$ cat config.mk
export PLATFORM = sky130hd
export DESIGN_NAME = bcd_counter_segscan
export DESIGN_NICKNAME = d
export VERILOG_FILES = /design/src/rtl/bcd_counter_segscan.sv
export SDC_FILE = /design/constraint.sdc
export NUM_CORES = 1
export LEC_CHECK = 0
export BUFFER_PORTS_ARGS = -buffer_cell sky130_fd_sc_hd__buf_4
export CAP_MARGIN = 20
export CORE_ASPECT_RATIO = 1.5
export CORE_MARGIN = 2
export CORE_UTILIZATION = 47
export DETAILED_ROUTE_END_ITERATION = 10
export PLACE_DENSITY_LB_ADDON = 0.12
export SLEW_MARGIN = 20
export SYNTH_ARGS = -nofsm -noshare
export SYNTH_HDL_FRONTEND = slang
export SYNTH_SLANG_ARGS = --single-unit
$ cat constraint.sdc
create_clock -name mclk -period 3.7 [get_ports mclk]
set_input_delay 0 -clock mclk [delete_from_list [all_inputs] [get_ports mclk]]
set_output_delay 0 -clock mclk [all_outputs]
set_load 0.05 [all_outputs]
$ cat src/rtl/bcd_counter_segscan.sv
//------------------------------------------------------------------------------
// Module      : bcd_counter_segscan
// Description : Multi-digit up/down BCD counter with a multiplexed 7-segment
//               scan driver, carry/borrow pulse and optional zero blanking.
// Revision    : 1.0 - initial release
//------------------------------------------------------------------------------
`timescale 1ns/1ps
`default_nettype none

module bcd_counter_segscan #(
  parameter int DIGITS         = 8,
  parameter int TICK_DIV       = 50_000_000,
  parameter int SCAN_DIV       = 50_000,
  parameter int BLANK_LZ       = 0,
  parameter int COM_ACTIVE_LOW = 1,
  parameter int SEG_ACTIVE_LOW = 0
) (
  input  logic                  mclk,
  input  logic                  rst,
  input  logic                  en,
  input  logic                  up_dn,
  input  logic                  clr,
  output logic [4*DIGITS-1:0]   count_bcd,
  output logic                  carry,
  output logic [DIGITS-1:0]     seg_com,
  output logic [7:0]            seg_data
);

  localparam int c_TW = $clog2(TICK_DIV);
  localparam int c_SW = $clog2(SCAN_DIV);
  localparam int c_IW = (DIGITS > 1) ? $clog2(DIGITS) : 1;

  localparam logic [c_TW-1:0]   c_TICK_LAST = c_TW'(TICK_DIV - 1);
  localparam logic [c_TW-1:0]   c_TICK_ONE  = c_TW'(1);
  localparam logic [c_SW-1:0]   c_SCAN_LAST = c_SW'(SCAN_DIV - 1);
  localparam logic [c_SW-1:0]   c_SCAN_ONE  = c_SW'(1);
  localparam logic [c_IW-1:0]   c_IDX_LAST  = c_IW'(DIGITS - 1);
  localparam logic [c_IW-1:0]   c_IDX_ONE   = c_IW'(1);
  localparam logic [DIGITS-1:0] c_COM_OFF   = (COM_ACTIVE_LOW != 0) ? {DIGITS{1'b1}} : {DIGITS{1'b0}};
  localparam logic [7:0]        c_SEG_OFF   = (SEG_ACTIVE_LOW != 0) ? 8'hFF : 8'h00;

  logic [c_TW-1:0]     r_tick_cnt;
  logic [c_SW-1:0]     r_scan_cnt;
  logic [c_IW-1:0]     r_idx;
  logic                r_outputs_on;
  logic                w_tick;
  logic                w_stick;
  logic [4*DIGITS-1:0] w_inc;
  logic [4*DIGITS-1:0] w_dec;
  logic                w_inc_cy;
  logic                w_dec_bw;
  logic [c_IW-1:0]     w_next_idx;
  logic [DIGITS-1:0]   w_com_hot;
  logic [DIGITS-1:0]   w_blank;
  logic [3:0]          w_sel_digit;
  logic                w_sel_blank;

  function automatic logic [7:0] seg_pattern(input logic [3:0] d);
    case (d)
      4'd0:    seg_pattern = 8'b11111100;
      4'd1:    seg_pattern = 8'b01100000;
      4'd2:    seg_pattern = 8'b11011010;
      4'd3:    seg_pattern = 8'b11110010;
      4'd4:    seg_pattern = 8'b01100110;
      4'd5:    seg_pattern = 8'b10110110;
      4'd6:    seg_pattern = 8'b10111110;
      4'd7:    seg_pattern = 8'b11100000;
      4'd8:    seg_pattern = 8'b11111110;
      4'd9:    seg_pattern = 8'b11110110;
      default: seg_pattern = 8'b00000000;
    endcase
  endfunction

  assign w_tick  = (r_tick_cnt == c_TICK_LAST);
  assign w_stick = (r_scan_cnt == c_SCAN_LAST);

  always_ff @(posedge mclk or negedge rst) begin
    if (!rst) begin
      r_tick_cnt <= '0;
    end else if (w_tick) begin
      r_tick_cnt <= '0;
    end else begin
      r_tick_cnt <= r_tick_cnt + c_TICK_ONE;
    end
  end

  // Ripple increment/decrement across digits; the final carry/borrow marks a full wrap.
  always_comb begin
    w_inc    = count_bcd;
    w_dec    = count_bcd;
    w_inc_cy = 1'b1;
    w_dec_bw = 1'b1;
    for (int i = 0; i < DIGITS; i++) begin
      if (w_inc_cy) begin
        if (count_bcd[4*i +: 4] >= 4'd9) begin
          w_inc[4*i +: 4] = 4'd0;
        end else begin
          w_inc[4*i +: 4] = count_bcd[4*i +: 4] + 4'd1;
          w_inc_cy        = 1'b0;
        end
      end
      if (w_dec_bw) begin
        if (count_bcd[4*i +: 4] == 4'd0) begin
          w_dec[4*i +: 4] = 4'd9;
        end else begin
          w_dec[4*i +: 4] = count_bcd[4*i +: 4] - 4'd1;
          w_dec_bw        = 1'b0;
        end
      end
    end
  end

  always_ff @(posedge mclk or negedge rst) begin
    if (!rst) begin
      count_bcd <= '0;
      carry     <= 1'b0;
    end else if (clr) begin
      count_bcd <= '0;
      carry     <= 1'b0;
    end else if (w_tick && en) begin
      if (up_dn) begin
        count_bcd <= w_inc;
        carry     <= w_inc_cy;
      end else begin
        count_bcd <= w_dec;
        carry     <= w_dec_bw;
      end
    end else begin
      carry <= 1'b0;
    end
  end

  always_ff @(posedge mclk or negedge rst) begin
    if (!rst) begin
      r_scan_cnt <= '0;
    end else if (w_stick) begin
      r_scan_cnt <= '0;
    end else begin
      r_scan_cnt <= r_scan_cnt + c_SCAN_ONE;
    end
  end

  // A digit is blanked when it and every more-significant digit are zero.
  for (genvar gi = 0; gi < DIGITS; gi++) begin : g_blank
    if (gi == 0) begin : g_d0
      assign w_blank[gi] = 1'b0;
    end else begin : g_dn
      assign w_blank[gi] = (BLANK_LZ != 0) && ~|count_bcd[4*DIGITS-1:4*gi];
    end
  end

  always_comb begin
    if (!r_outputs_on || (r_idx == c_IDX_LAST)) begin
      w_next_idx = '0;
    end else begin
      w_next_idx = r_idx + c_IDX_ONE;
    end
  end

  always_comb begin
    w_com_hot   = '0;
    w_sel_digit = 4'd0;
    w_sel_blank = 1'b0;
    for (int i = 0; i < DIGITS; i++) begin
      if (w_next_idx == c_IW'(i)) begin
        w_com_hot[i] = 1'b1;
        w_sel_digit  = count_bcd[4*i +: 4];
        w_sel_blank  = w_blank[i];
      end
    end
  end

  // The first stick only switches the display on at digit 0.
  always_ff @(posedge mclk or negedge rst) begin
    if (!rst) begin
      r_idx        <= '0;
      r_outputs_on <= 1'b0;
      seg_com      <= c_COM_OFF;
      seg_data     <= c_SEG_OFF;
    end else if (w_stick) begin
      r_idx        <= w_next_idx;
      r_outputs_on <= 1'b1;
      seg_com      <= w_com_hot ^ c_COM_OFF;
      seg_data     <= (w_sel_blank ? 8'h00 : seg_pattern(w_sel_digit)) ^ c_SEG_OFF;
    end
  end

endmodule

`default_nettype wire

==> results.json, run 1 <==
{
  "status": "finished, final reports clean",
  "grt_use_total_pct": 23.32,
  "via_count": 5391,
  "dp_slack_ns": 0.7396,
  "overflow": 0,
  "finalWorstSetupSlack_ns": 0.7005,
  "fin_skew_ns": 0.006107,
  "cp-start-kind": "flip-flop",
  "drtIter0Drc": 277,
  "cp_max_fo": 8,
  "routed_via_density": 5.997,
  "drtPass1Iterations": 5,
  "synth-seq-cells": 94,
  "insertion_delay_ns": 0.35,
  "power_leakage_nw": 3.110,
  "cts_hold_buf": 2,
  "layout-drive-gt1-share_pct": 13.92,
  "die_w_um": 96.97,
  "finalSetupTns_ns": 0,
  "hold_class": "in -> reg",
  "io-pin-count": 54,
  "wl_per_cell_um": 17.88,
  "synth_edf_count": 0,
  "nNetsFinal": 774,
  "antenna_cells": 0,
  "fin_total_pwr_mw": 3.391,
  "async_reset_ff_share_pct": 100.0,
  "clock_sinks": 94,
  "min_period_over_period_pct": 81.07,
  "cts.root.buffer_cell": "clkbuf_16",
  "synth.distinct_cells": 76,
  "ctsResizeCount": 0,
  "clockBufferDepth": 2,
  "hold_violations": 0,
  "grt_max_degree": 72,
  "dp_hpwl_mm": 11.86,
  "syn_to_final_growth_pct": 13.84,
  "clkTransAtPathRegs_ns": 0.07,
  "routed_wl_mm": 16.08,
  "grt_pass1_vias": 5323,
  "final_max_slew_viol_count": 0,
  "placed_cells": 881,
  "yosys_warnings": 0,
  "rsz0062_at_grt": "false",
  "synth_fp_nets": 735,
  "ant_nets": 0,
  "port_buffers": 52,
  "die_y_um": 143.5,
  "row_count": 51,
  "h-tree-depth": 3,
  "endpoint_kind": "flip-flop",
  "fmax_ghz": 0.3334,
  "dieArea_um2": 13910,
  "finalSetupViolCount": 0,
  "numCtsBuffers": 9,
  "p_per_area_nw_per_um2": 488.9,
  "syn_area_per_cell_um2": 8.755,
  "syn_area_um2": 6093,
  "ir_worst_vdd_mv": 0.2472,
  "postCtsSetupBuffers": 0,
  "grt_pass1_wl_mm": 26.20,
  "ys.flop_type": "dfrtp_1",
  "stdcell_count": 899,
  "worst_slew_pin_slew_ns": 0.9184,
  "globalplace.congestion": 0.9317,
  "cp.required_ns": 3.93,
  "min_period_ns": 3.000,
  "grt_antenna_before_repair": 0,
  "drcViolationCount": 0,
  "slew_headroom_pct": 38.77,
  "core-area_um2": 12830,
  "cp.arrival_ns": 3.23,
  "crit_type": "reg -> reg",
  "synth_cells": 696,
  "cts_tree": "yes",
  "drv_cap": 0,
  "start_util_pct": 47.51,
  "ys_seq_area_share_pct": 38.77
}
cell type report:
cell class | instances | area [µm²]
Sequential cell | 94 | 2362
Clock buffer | 10 | 229.0
Inverter | 25 | 93.84
Timing Repair Buffer | 67 | 508.0
Multi-Input combinational cell | 538 | 3476
Clock inverter | 6 | 68.82
Tap cell | 159 | 198.9
Fill cell | 1165 | 5889
synthesized netlist by cell type (4+ instances only):
| master | number | area share, % |
|---|---|---|
| nand2_1 | 56 | 3.4 |
| o21ai_0 | 42 | 3.4 |
| nand3_1 | 25 | 2.1 |
| and4_1 | 7 | 1.0 |
| nor4_1 | 4 | 0.41 |
| and2_1 | 9 | 0.92 |
| and3_1 | 17 | 1.7 |
| nor2_1 | 77 | 4.7 |
| nand4_1 | 8 | 0.82 |
| nor3b_1 | 7 | 0.86 |
| a22o_1 | 4 | 0.57 |
| mux2i_1 | 5 | 0.82 |
| inv_1 | 24 | 1.5 |
| o221ai_1 | 4 | 0.57 |
| o31ai_1 | 19 | 2.3 |
| nor2b_1 | 5 | 0.51 |
| dfrtp_1 | 86 | 35 |
| ha_1 | 34 | 7.0 |
| xor2_1 | 21 | 3.0 |
| or3_1 | 4 | 0.41 |
| nand2b_1 | 12 | 1.2 |
| clkbuf_1 | 31 | 1.9 |
| o22ai_1 | 6 | 0.62 |
| dfstp_2 | 8 | 3.4 |
| xnor2_1 | 15 | 2.2 |
| a32oi_1 | 6 | 0.86 |
| nor3_1 | 15 | 1.2 |
| a21oi_1 | 49 | 4.0 |
| a31oi_1 | 11 | 1.1 |
| a211oi_1 | 15 | 1.8 |
| o21a_1 | 8 | 0.99 |
per-stage QoR:
stage	hold WS [ns]	cell area [µm²]	util (%)
floorplan	-0.2956	6093	-
detailed placement	0.1862	6619	51.60
global route	0.04363	6937	54.08
finish	0.02354	6937	54.08
CTS	0.02204	6937	54.08
global placement	0.1922	6619	51.60
final timing paths:
path,startpoint,to,slack [ns],cells after the start
setup / recovery,count_bcd[20],count_bcd[29],0.70,9
min in group asynchronous,rst,count_bcd[23],0.32,2
hold / removal,clr,count_bcd[20],0.02,2
hold reg to reg,r_scan_cnt[0],r_scan_cnt[0],0.47,1
max in group asynchronous,rst,seg_com[5],2.44,3
setup reg to reg,count_bcd[20],count_bcd[29],0.70,9
sequential cells by signal, summed over array words and instances, names as in the netlist:
signal	count
carry	1
count_bcd	32
r_idx	3
r_outputs_on	1
r_scan_cnt	16
r_tick_cnt	26
seg_com	8
seg_data	7
cells by family (layout without fill, tap and decap cells):
logic type      Yosys count  after routing  synth area share (%)
fa+ha+maj                34             34                 6.982
other cells               1              1               0.06154
xor+xnor                 36             36                 5.175
simple gates            265            265                 22.36
mux                       7              7                 1.376
buf+inv                  64            108                 4.189
compound gates          195            195                 21.09
flops                    94             94                 38.77
cells in the final DEF, fill, tap and decap left out, types with 5 or more instances in the layout:
| cell type | count |
|---|---|
| a211oi_1 | 15 |
| xnor2_1 | 15 |
| mux2i_1 | 5 |
| buf_4 | 65 |
| nor2b_1 | 5 |
| and4_1 | 7 |
| nand4_1 | 8 |
| and3_1 | 17 |
| nand3_1 | 25 |
| o31ai_1 | 19 |
| xor2_1 | 21 |
| dfstp_2 | 8 |
| inv_1 | 24 |
| dfrtp_1 | 86 |
| nor3b_1 | 7 |
| o21a_1 | 8 |
| nor2_1 | 77 |
| o22ai_1 | 6 |
| nor3_1 | 15 |
| a31oi_1 | 11 |
| and2_1 | 9 |
| a21oi_1 | 49 |
| o21ai_0 | 42 |
| nand2b_1 | 12 |
| nand2_1 | 56 |
| clkbuf_16 | 9 |
| ha_1 | 34 |
| a32oi_1 | 6 |
per-layer routing:
metal	vias to the layer above	track usage, %	wire length [µm]
li1	2603	-	-
met1	2643	25.92	6442
met2	113	43.86	8711
met3	32	3.551	525
met4	0	10.30	398
met5	-	0	0
critical path: stages, from the launching register on:
cell	delay (ns)
dfrtp_1	0.48
inv_1	0.16
ha_1	0.27
or3b_4	0.45
or3_1	0.32
or3_1	0.39
a21o_1	0.18
or3_4	0.37
a211oi_1	0.20
a21oi_1	0.07
report_power, final:
part	total [mW]	leakage, nW	internal [mW]	switching (mW)
combinational	1.11	1.74	0.387	0.725
clock	0.952	0.143	0.530	0.423
sequential	1.33	1.22	1.11	0.221
No activity file was read; power rests on OpenSTA's default activity.
==> inputs of run 2 (changes only) <==
clock period = 2.92 ns   (was 3.7 ns; I/O delays follow)
==> run 2 against run 1 <==
Effect of this change:
- wire length up 2.7%
- combinational power up 51%
- clock-buffer cell count increased by 1
- cell area up 4.0%
- die area stayed put
- clock skew grew 0.0026 ns
- sequential cell count stayed put
- clock power is 29% higher
- first-iteration DRC count increased by 20%
==> results.json, run 2 (same netlist as run 1, synthesis figures left out) <==
{
  "critical_path.top_delay_family": "simple AND/OR/NAND/NOR gates",
  "die_y_um": 143.5,
  "ir_worst_vdd_mv": 0.2939,
  "clkTransAtPathRegs_ns": 0.07,
  "p_per_area_nw_per_um2": 620.3,
  "cp.arrival_ns": 2.98,
  "hold_class": "in -> reg",
  "cp-start-kind": "flip-flop",
  "layout_top_registers": "count_bcd (32), r_tick_cnt (26), r_scan_cnt (16)",
  "cts.root.buffer_cell": "clkbuf_16",
  "cts_tree": "yes",
  "power_frac_seq_pct": 35.0,
  "min_period_ns": 2.753,
  "switching_share_pct": 39.49,
  "clock_sinks": 94,
  "worst_slew_pin_slew_ns": 0.8127,
  "grt_max_degree": 61,
  "rsz0062_at_grt": "false",
  "drv_cap": 0,
  "fmax_ghz": 0.3633,
  "clockBufferDepth": 2,
  "cp.required_ns": 3.15,
  "fin_skew_ns": 0.008720,
  "h-tree-depth": 3,
  "grt_use_total_pct": 23.99,
  "clkPwrFrac_pct": 27.6,
  "core-area_um2": 12830,
  "insertion_delay_ns": 0.35,
  "finalSetupTns_ns": 0,
  "slew_headroom_pct": 45.82,
  "routed_via_density": 6.025,
  "fin_total_pwr_mw": 4.474,
  "cpPeakStageDelay_ns": 0.45,
  "io-pin-count": 54,
  "power_switching_mw": 1.767,
  "cp_max_fo": 6,
  "stdcell_count": 930,
  "worst-path-buf-inv": 1,
  "nNetsFinal": 805,
  "drtIter0Drc": 333,
  "numCtsBuffers": 9,
  "dieArea_um2": 13910,
  "row_count": 51,
  "dp_hpwl_mm": 12.33,
  "status": "finished, final reports clean",
  "power_leakage_nw": 3.285,
  "postCtsSetupBuffers": 0,
  "layout-drive-gt1-share_pct": 18.42,
  "grt_pass1_vias": 5595,
  "cell_internal_pwr_mw": 2.708,
  "die_w_um": 96.97,
  "antenna_cells": 0,
  "grt_pass1_wl_mm": 27.02,
  "ant_nets": 0,
  "largest_reg_flops": 32,
  "final_common_cell": "buf_4",
  "via_count": 5603,
  "path_common_cell": "or3_1",
  "crit_type": "reg -> reg",
  "grt_antenna_before_repair": 0,
  "routed_wl_mm": 16.52,
  "max_flop_register": "count_bcd",
  "finalSetupViolCount": 0,
  "slowest_stage": "dfrtp_2",
  "port_buffers": 52,
  "endpoint_kind": "flip-flop",
  "min_period_over_period_pct": 94.28,
  "hold_ws_ns": 0.04952,
  "drtPass1Iterations": 8,
  "wl_per_cell_um": 17.76,
  "hold_violations": 0,
  "layout_common_cells": "buf_4, dfrtp_1, nor2_1, nand2_1, a21oi_1",
  "p_comb_share_pct": 37.4,
  "start_util_pct": 47.51,
  "globalplace.congestion": 0.9419,
  "drcViolationCount": 0,
  "path_cells": "inv_2, ha_1, or3b_4, or3_1, or3_1, a21o_1, or3_4, o21ai_1, o31ai_2",
  "overflow": 0,
  "final_max_slew_viol_count": 0,
  "final_util_pct": 56.24,
  "syn_to_final_growth_pct": 18.38,
  "placed_cells": 912
}
-- run 2: changes by cell type in the layout (fill, tap and decap cells not counted), moves of 2 or more --
| cell | delta |
|---|---|
| buf_4 | +30 |
| clkbuf_8 | +2 |
| dfrtp_1 | -2 |
| dfrtp_2 | +2 |
| inv_6 | -2 |
-- run 2: worst register-to-register path, delay by kind of cell (launching register included) --
kind                     cells  cell delay [ns]
flip-flops                   1             0.45
buffers and inverters        1             0.10
AO/OA/AOI/OAI                3             0.43
adder cells (fa/ha/maj)      1             0.16
AND/OR/NAND/NOR              4             1.50
-- run 2: area by class of cell --
type	instances	area, µm²
Clock buffer	11	252.7
Clock inverter	5	57.56
Fill cell	1159	5613
Inverter	25	93.84
Multi-Input combinational cell	538	3492
Sequential cell	94	2365
Tap cell	159	198.9
Timing Repair Buffer	98	753.2
-- run 2: power by group through the flow --
| stage | clock, mW | sequential [mW] | combinational [mW] |
|---|---|---|---|
| finish | 1.23 | 1.57 | 1.68 |
| global placement | 0 | 1.58 | 1.64 |
| floorplan | 0 | 1.91 | 0.715 |
| detailed placement | 0 | 1.58 | 1.66 |
| global route | 1.32 | 1.58 | 1.81 |
| CTS | 1.26 | 1.56 | 1.67 |
-- run 2: through the flow --
stage / setup slack (ns) / instance area, µm²
6_report: 0.1671 / 7213
5_1_grt: 0.006527 / 7213
4_1_cts: 0.1125 / 7197
3_5_place_dp: 0.1298 / 6867
3_3_place_gp: 0.1735 / 6867
2_1_floorplan: 0.05801 / 6096
-- run 2: metal layers --
| metal | routed length (µm) | track usage, % |
|---|---|---|
| met5 | 0 | 0 |
| met1 | 6415 | 26.27 |
| met3 | 692 | 3.891 |
| met4 | 706 | 12.82 |
| met2 | 8703 | 44.30 |
-- run 2: path summary, 6_finish.rpt --
kind                                from             end  slack, ns  depth (start not counted)
setup / recovery           count_bcd[21]   count_bcd[30]       0.17                          9
hold / removal                       clr   count_bcd[20]       0.05                          2
setup reg to reg           count_bcd[21]   count_bcd[30]       0.17                          9
hold reg to reg            r_scan_cnt[0]   r_scan_cnt[0]       0.45                          1
max in group asynchronous            rst      seg_com[6]       1.91                          3
min in group asynchronous            rst  r_scan_cnt[12]       0.28                          2
-- run 2: what timing repair did --
action / in CTS / in global routing
endpoints found under the hold margin: 60 / 0
hold buffers: 2 / 0
gates resized for setup: 0 / 5
endpoints found under the setup margin: 0 / 7
